[src/rtl/dsi_video_timing_monitor.sv]
// rtl/dsi_video_timing_monitor.sv - DSI bridge video passthrough with geometry measurement and lock detection
// Optional VTM_ERR_STICKY_EN: error flags hold until clr_err_i instead of pulsing for one cycle.
module dsi_video_timing_monitor #(
  parameter int PD_WIDTH     = 24,
  parameter int CNT_WIDTH    = 12,
  parameter int EXP_H_ACTIVE = 1280,
  parameter int EXP_V_ACTIVE = 1024,
  parameter int LOCK_FRAMES  = 3
) (
  input  logic                 clk_pixel_i,
  input  logic                 reset_n_i,
  input  logic [PD_WIDTH-1:0]  pd_i,
  input  logic                 vsync_i,
  input  logic                 hsync_i,
  input  logic                 de_i,
  input  logic                 clr_err_i,
  output logic [PD_WIDTH-1:0]  pd_o,
  output logic                 vsync_o,
  output logic                 hsync_o,
  output logic                 de_o,
  output logic [CNT_WIDTH-1:0] h_active_o,
  output logic [CNT_WIDTH-1:0] v_active_o,
  output logic [15:0]          frame_cnt_o,
  output logic                 locked_o,
  output logic                 err_h_o,
  output logic                 err_v_o
);

  localparam logic [CNT_WIDTH-1:0] CNT_MAX = {CNT_WIDTH{1'b1}};
  localparam logic [CNT_WIDTH-1:0] CNT_ONE = CNT_WIDTH'(1);
  localparam logic [CNT_WIDTH-1:0] EXP_H   = CNT_WIDTH'(EXP_H_ACTIVE);
  localparam logic [CNT_WIDTH-1:0] EXP_V   = CNT_WIDTH'(EXP_V_ACTIVE);
  localparam logic [3:0]           LOCK_N  = 4'(LOCK_FRAMES);

  typedef enum logic [1:0] {
    ST_SEARCH,
    ST_MEASURE,
    ST_CHECK,
    ST_LOCKED
  } state_e;

  state_e               state_q, state_d;
  logic [3:0]           good_cnt_q, good_cnt_d;
  logic [PD_WIDTH-1:0]  pd_q;
  logic                 vsync_q, hsync_q, de_q;
  logic [CNT_WIDTH-1:0] pix_cnt_q, line_cnt_q, h_active_q, v_active_q;
  logic                 line_bad_q;
  logic [15:0]          frame_cnt_q;
  logic                 err_h_q, err_h_d, err_v_q, err_v_d;

  logic                 vs_r, de_f, measuring, line_end, judge;
  logic                 h_mis, v_mis, frame_good, line_bad_end;
  logic [CNT_WIDTH-1:0] line_cnt_inc, line_cnt_end;

  assign vs_r      = vsync_i & ~vsync_q;
  assign de_f      = de_q & ~de_i;
  assign measuring = (state_q != ST_SEARCH);
  assign line_end  = measuring & de_f;
  assign judge     = measuring & vs_r;

  assign line_cnt_inc = (line_cnt_q == CNT_MAX) ? line_cnt_q : line_cnt_q + CNT_ONE;
  assign h_mis        = line_end & ((pix_cnt_q != EXP_H) | (pix_cnt_q == CNT_MAX));

  // A line can close on the same edge vsync rises; fold it into the finishing frame.
  assign line_cnt_end = line_end ? line_cnt_inc : line_cnt_q;
  assign line_bad_end = line_bad_q | h_mis;
  assign v_mis        = judge & (line_cnt_end != EXP_V);
  assign frame_good   = ~line_bad_end & (line_cnt_end == EXP_V) & ~de_i;

  always_ff @(posedge clk_pixel_i) begin
    if (!reset_n_i) begin
      pd_q        <= '0;
      vsync_q     <= 1'b0;
      hsync_q     <= 1'b0;
      de_q        <= 1'b0;
      pix_cnt_q   <= '0;
      line_cnt_q  <= '0;
      line_bad_q  <= 1'b0;
      h_active_q  <= '0;
      v_active_q  <= '0;
      frame_cnt_q <= '0;
    end else begin
      pd_q    <= pd_i;
      vsync_q <= vsync_i;
      hsync_q <= hsync_i;
      de_q    <= de_i;

      if (vs_r || !measuring) begin
        pix_cnt_q  <= '0;
        line_cnt_q <= '0;
        line_bad_q <= 1'b0;
      end else begin
        if (de_f) begin
          pix_cnt_q  <= '0;
          line_cnt_q <= line_cnt_inc;
        end else if (de_i && (pix_cnt_q != CNT_MAX)) begin
          pix_cnt_q <= pix_cnt_q + CNT_ONE;
        end
        if (h_mis) begin
          line_bad_q <= 1'b1;
        end
      end

      if (line_end) begin
        h_active_q <= pix_cnt_q;
      end
      if (judge) begin
        v_active_q <= line_cnt_end;
      end
      if (vs_r) begin
        frame_cnt_q <= frame_cnt_q + 16'd1;
      end
    end
  end

`ifdef VTM_ERR_STICKY_EN
  always_comb begin
    err_h_d = h_mis | (err_h_q & ~clr_err_i);
    err_v_d = v_mis | (err_v_q & ~clr_err_i);
  end
`else
  logic unused_clr_err;
  assign unused_clr_err = clr_err_i;

  always_comb begin
    err_h_d = h_mis;
    err_v_d = v_mis;
  end
`endif

  always_comb begin
    state_d    = state_q;
    good_cnt_d = good_cnt_q;
    if (vs_r) begin
      case (state_q)
        ST_SEARCH: begin
          state_d    = ST_MEASURE;
          good_cnt_d = 4'd0;
        end
        ST_MEASURE: begin
          if (frame_good) begin
            good_cnt_d = 4'd1;
            state_d    = (LOCK_N == 4'd1) ? ST_LOCKED : ST_CHECK;
          end
        end
        ST_CHECK: begin
          if (frame_good) begin
            good_cnt_d = good_cnt_q + 4'd1;
            if (good_cnt_d == LOCK_N) begin
              state_d = ST_LOCKED;
            end
          end else begin
            state_d    = ST_MEASURE;
            good_cnt_d = 4'd0;
          end
        end
        ST_LOCKED: begin
          if (!frame_good) begin
            state_d    = ST_MEASURE;
            good_cnt_d = 4'd0;
          end
        end
        default: begin
          state_d    = ST_SEARCH;
          good_cnt_d = 4'd0;
        end
      endcase
    end
  end

  always_ff @(posedge clk_pixel_i) begin
    if (!reset_n_i) begin
      state_q    <= ST_SEARCH;
      good_cnt_q <= 4'd0;
      err_h_q    <= 1'b0;
      err_v_q    <= 1'b0;
    end else begin
      state_q    <= state_d;
      good_cnt_q <= good_cnt_d;
      err_h_q    <= err_h_d;
      err_v_q    <= err_v_d;
    end
  end

  assign pd_o        = pd_q;
  assign vsync_o     = vsync_q;
  assign hsync_o     = hsync_q;
  assign de_o        = de_q;
  assign h_active_o  = h_active_q;
  assign v_active_o  = v_active_q;
  assign frame_cnt_o = frame_cnt_q;
  assign locked_o    = (state_q == ST_LOCKED);
  assign err_h_o     = err_h_q;
  assign err_v_o     = err_v_q;

endmodule

[config.mk]
export PLATFORM = sky130hd
export DESIGN_NAME = dsi_video_timing_monitor
export DESIGN_NICKNAME = d
export VERILOG_FILES = /design/src/rtl/dsi_video_timing_monitor.sv
export SDC_FILE = /design/constraint.sdc
export NUM_CORES = 1
export LEC_CHECK = 0
export BUFFER_PORTS_ARGS = -buffer_cell sky130_fd_sc_hd__buf_2
export CORE_UTILIZATION = 43
export CTS_CLUSTER_DIAMETER = 50
export DETAILED_ROUTE_END_ITERATION = 6
export GPL_ROUTABILITY_DRIVEN = 0
export PLACE_DENSITY = 0.7
export SLEW_MARGIN = 10
export SYNTH_ARGS = -nofsm -noshare
export SYNTH_HDL_FRONTEND = slang
export SYNTH_SLANG_ARGS = --single-unit
[constraint.sdc]
create_clock -name clk_pixel_i -period 3.65 [get_ports clk_pixel_i]
set_clock_uncertainty 0.2 [all_clocks]
set_input_delay 0.1825 -clock clk_pixel_i [delete_from_list [all_inputs] [get_ports clk_pixel_i]]
set_output_delay 0.1825 -clock clk_pixel_i [all_outputs]
set_load 0.01 [all_outputs]
==> flow_summary.ini <==
[outcome]
status = finished, final reports clean

[floorplan]
io_pins = 100
die_h_um = 102
placementRows = 36
core_um2 = 9770
start_util_pct = 44.4
die_x_um = 102
dieArea_um2 = 10500

[placement]
dp_hpwl_um = 7160
dpl_cell_area_um2 = 4950
io_buffers = 98

[logic_synthesis]
syn_area_um2 = 4340
syn_avg_cell_area_um2 = 8.73
synth-seq-area-share_pct = 46.1
synth_cells = 497
synth_area_leaders = dfxtp_1 (46%), and2_1 (4.9%), nor2_1 (4.7%), nand2_1 (4.6%), a21oi_1 (3.8%)
netlist_top_cells_count = dfxtp_1 (100), nor2_1 (54), nand2_1 (53)
yosysTopAreaCell = dfxtp_1
ys.flop_type = dfxtp_1
netlist.area_leader.share_pct = 46.1
yosysMostFrequentCell = dfxtp_1
synth_warnings = 0
synth_seq_cells = 100
synth.distinct_cells = 52
synth_edf_count = 0
async_flop_share_pct = 0
synth.net_count = 538

[drt]
drt_first_pass_iters = 4
ant_nets = 0
drtIter0Drc = 129
viasPerCell = 5.10
drc = 0
dr_total_vias = 3838
routedWlPerCell_um = 13.7
wl_um = 10300

[clock_network]
cts_root_buf = clkbuf_8
cts_setup_buffers = 0
clk_latency_ps = 370
cts_tree = yes
postCtsResizedCells = 0
h-tree-depth = 3
cts_buffer_depth = 2
path_clk_slew_ps = 100
cts_inserted_buffers = 9
clkSinkCount = 100

[global_route]
grt_usage_pct = 19.8
grt_max_degree = 42
grt-ovfl-total = 0
grt_first_pass_wirelength_um = 16500
grt_pass1_vias = 3609
antenna_found_initial = 0

[layout]
num-nets-final = 655
syn2layout_area_growth_pct = 24.7
fin_area_um2 = 5410
antennaDiodeCount = 0
drive_above_1_share_pct = 21.0

[worst_setup_path]
end_kind = register
cp.required_ps = 3760
cp_data_arrival_time_ps = 3450
start_kind = register
crit_type = reg2reg
cp_max_fo = 9
r2r_cells = 8

[sta]
fin_hold_ws_ps = 127
setup_tns_ps = 0
layout_min_cycle_time_ps = 3340
timing.final.crit_share_pct = 91.4
tightest_slew_ps = 691
max_freq_ghz = 0.300
rsz0062_at_grt = false
relSlewSlack_pct = 53.8
hold_violations = 0
finalSetupViolCount = 0
final_max_slew_viol_count = 0

[power]
irDropWorstVdd_mv = 0.208
leakage_nw = 2.18
p_per_area_nw_per_um2 = 363

[worst_hold_path]
hp-class = in2reg
hold_depth = 4

[flow_run]
maxCapViolCount = 0
kinds of logic after synthesis:
family                     Yosys count  synth area share (%)
xor gates and xnor gates            31                  6.26
DFF                                100                  46.1
buffers and inverters               41                  3.69
AOI/OAI and AO/OA                   81                  12.1
and+or+nand+nor                    225                  26.7
adders and majority gates           11                  3.17
muxes                                8                  1.87
layout by cell type, fill, tap and decap left out, drive strengths merged, types with 15 or more instances in the layout:
master	count
a21oi	33
and2	35
buf	105
dfxtp	100
dlygate4sd3	27
inv	20
nand2	53
nand3	20
nor2	54
xnor2	16
xor2	15
metal layers:
layer / track usage, % / part of all wire (%) / up-vias
met1: 23.0 / 43 / 1738
met2: 35.3 / 49 / 134
met4: 8.02 / 2.1 / 0
met3: 4.17 / 5.5 / 20
met5: 0 / 0 / -
li1: - / - / 1946
sequential cells by signal, summed over array words and instances (netlist names), 2 cells and up:
signal       cells
line_cnt_q      12
pix_cnt_q       12
v_active_o      12
good_cnt_q       4
frame_cnt_o     16
state_q          2
h_active_o      12
pd_o            24
power by group:
part	switching, W	total (W)	leakage [nW]	internal (W)
logic	0.0000790	0.000153	1.27	0.0000738
clock network	0.000420	0.000688	0.0962	0.000268
registers	0.0000105	0.00112	0.814	0.00111
total	0.000509	0.00196	2.18	0.00146
through the flow:
step	power [W]	std cells	utilization, %	worst slack [ps]
2_1_floorplan	0.00122	497	-	476
3_3_place_gp	0.00127	709	50.6	456
3_5_place_dp	0.00128	709	50.6	361
4_1_cts	0.00198	752	55.4	331
5_1_grt	0.00206	752	55.4	130
6_report	0.00196	752	55.4	312
worst paths after layout:
path / from / to / slack (ps)
max reg2reg: line_cnt_q[0] / good_cnt_q[0] / 310
max: line_cnt_q[0] / good_cnt_q[0] / 310
min: reset_n_i / v_active_o[3] / 130
min reg2reg: h_active_o[0] / h_active_o[0] / 260
final cells by class:
class / instances / area (um^2)
clock buffers: 9 / 124
clock inverters: 7 / 67.6
inverters: 15 / 56.3
repair buffers: 132 / 813
well taps: 133 / 166
multi-input cells: 356 / 2180
flip-flops and latches: 100 / 2000
fillers: 883 / 4360
critical path: stages, from the launching register on:
cell       delay [ps]
dfxtp_1           490
ha_1              420
nand4bb_1         200
nor3_1            250
mux2_2            390
or3_4             420
o41a_1            420
a211o_1           340
o22ai_2           140
repair_timing:
item                                   in CTS  in global routing
endpoints found under the hold margin      27                  0
hold buffers                               27                  0
setup endpoints to repair                   0                  0
No activity file was read; power rests on OpenSTA's default activity.
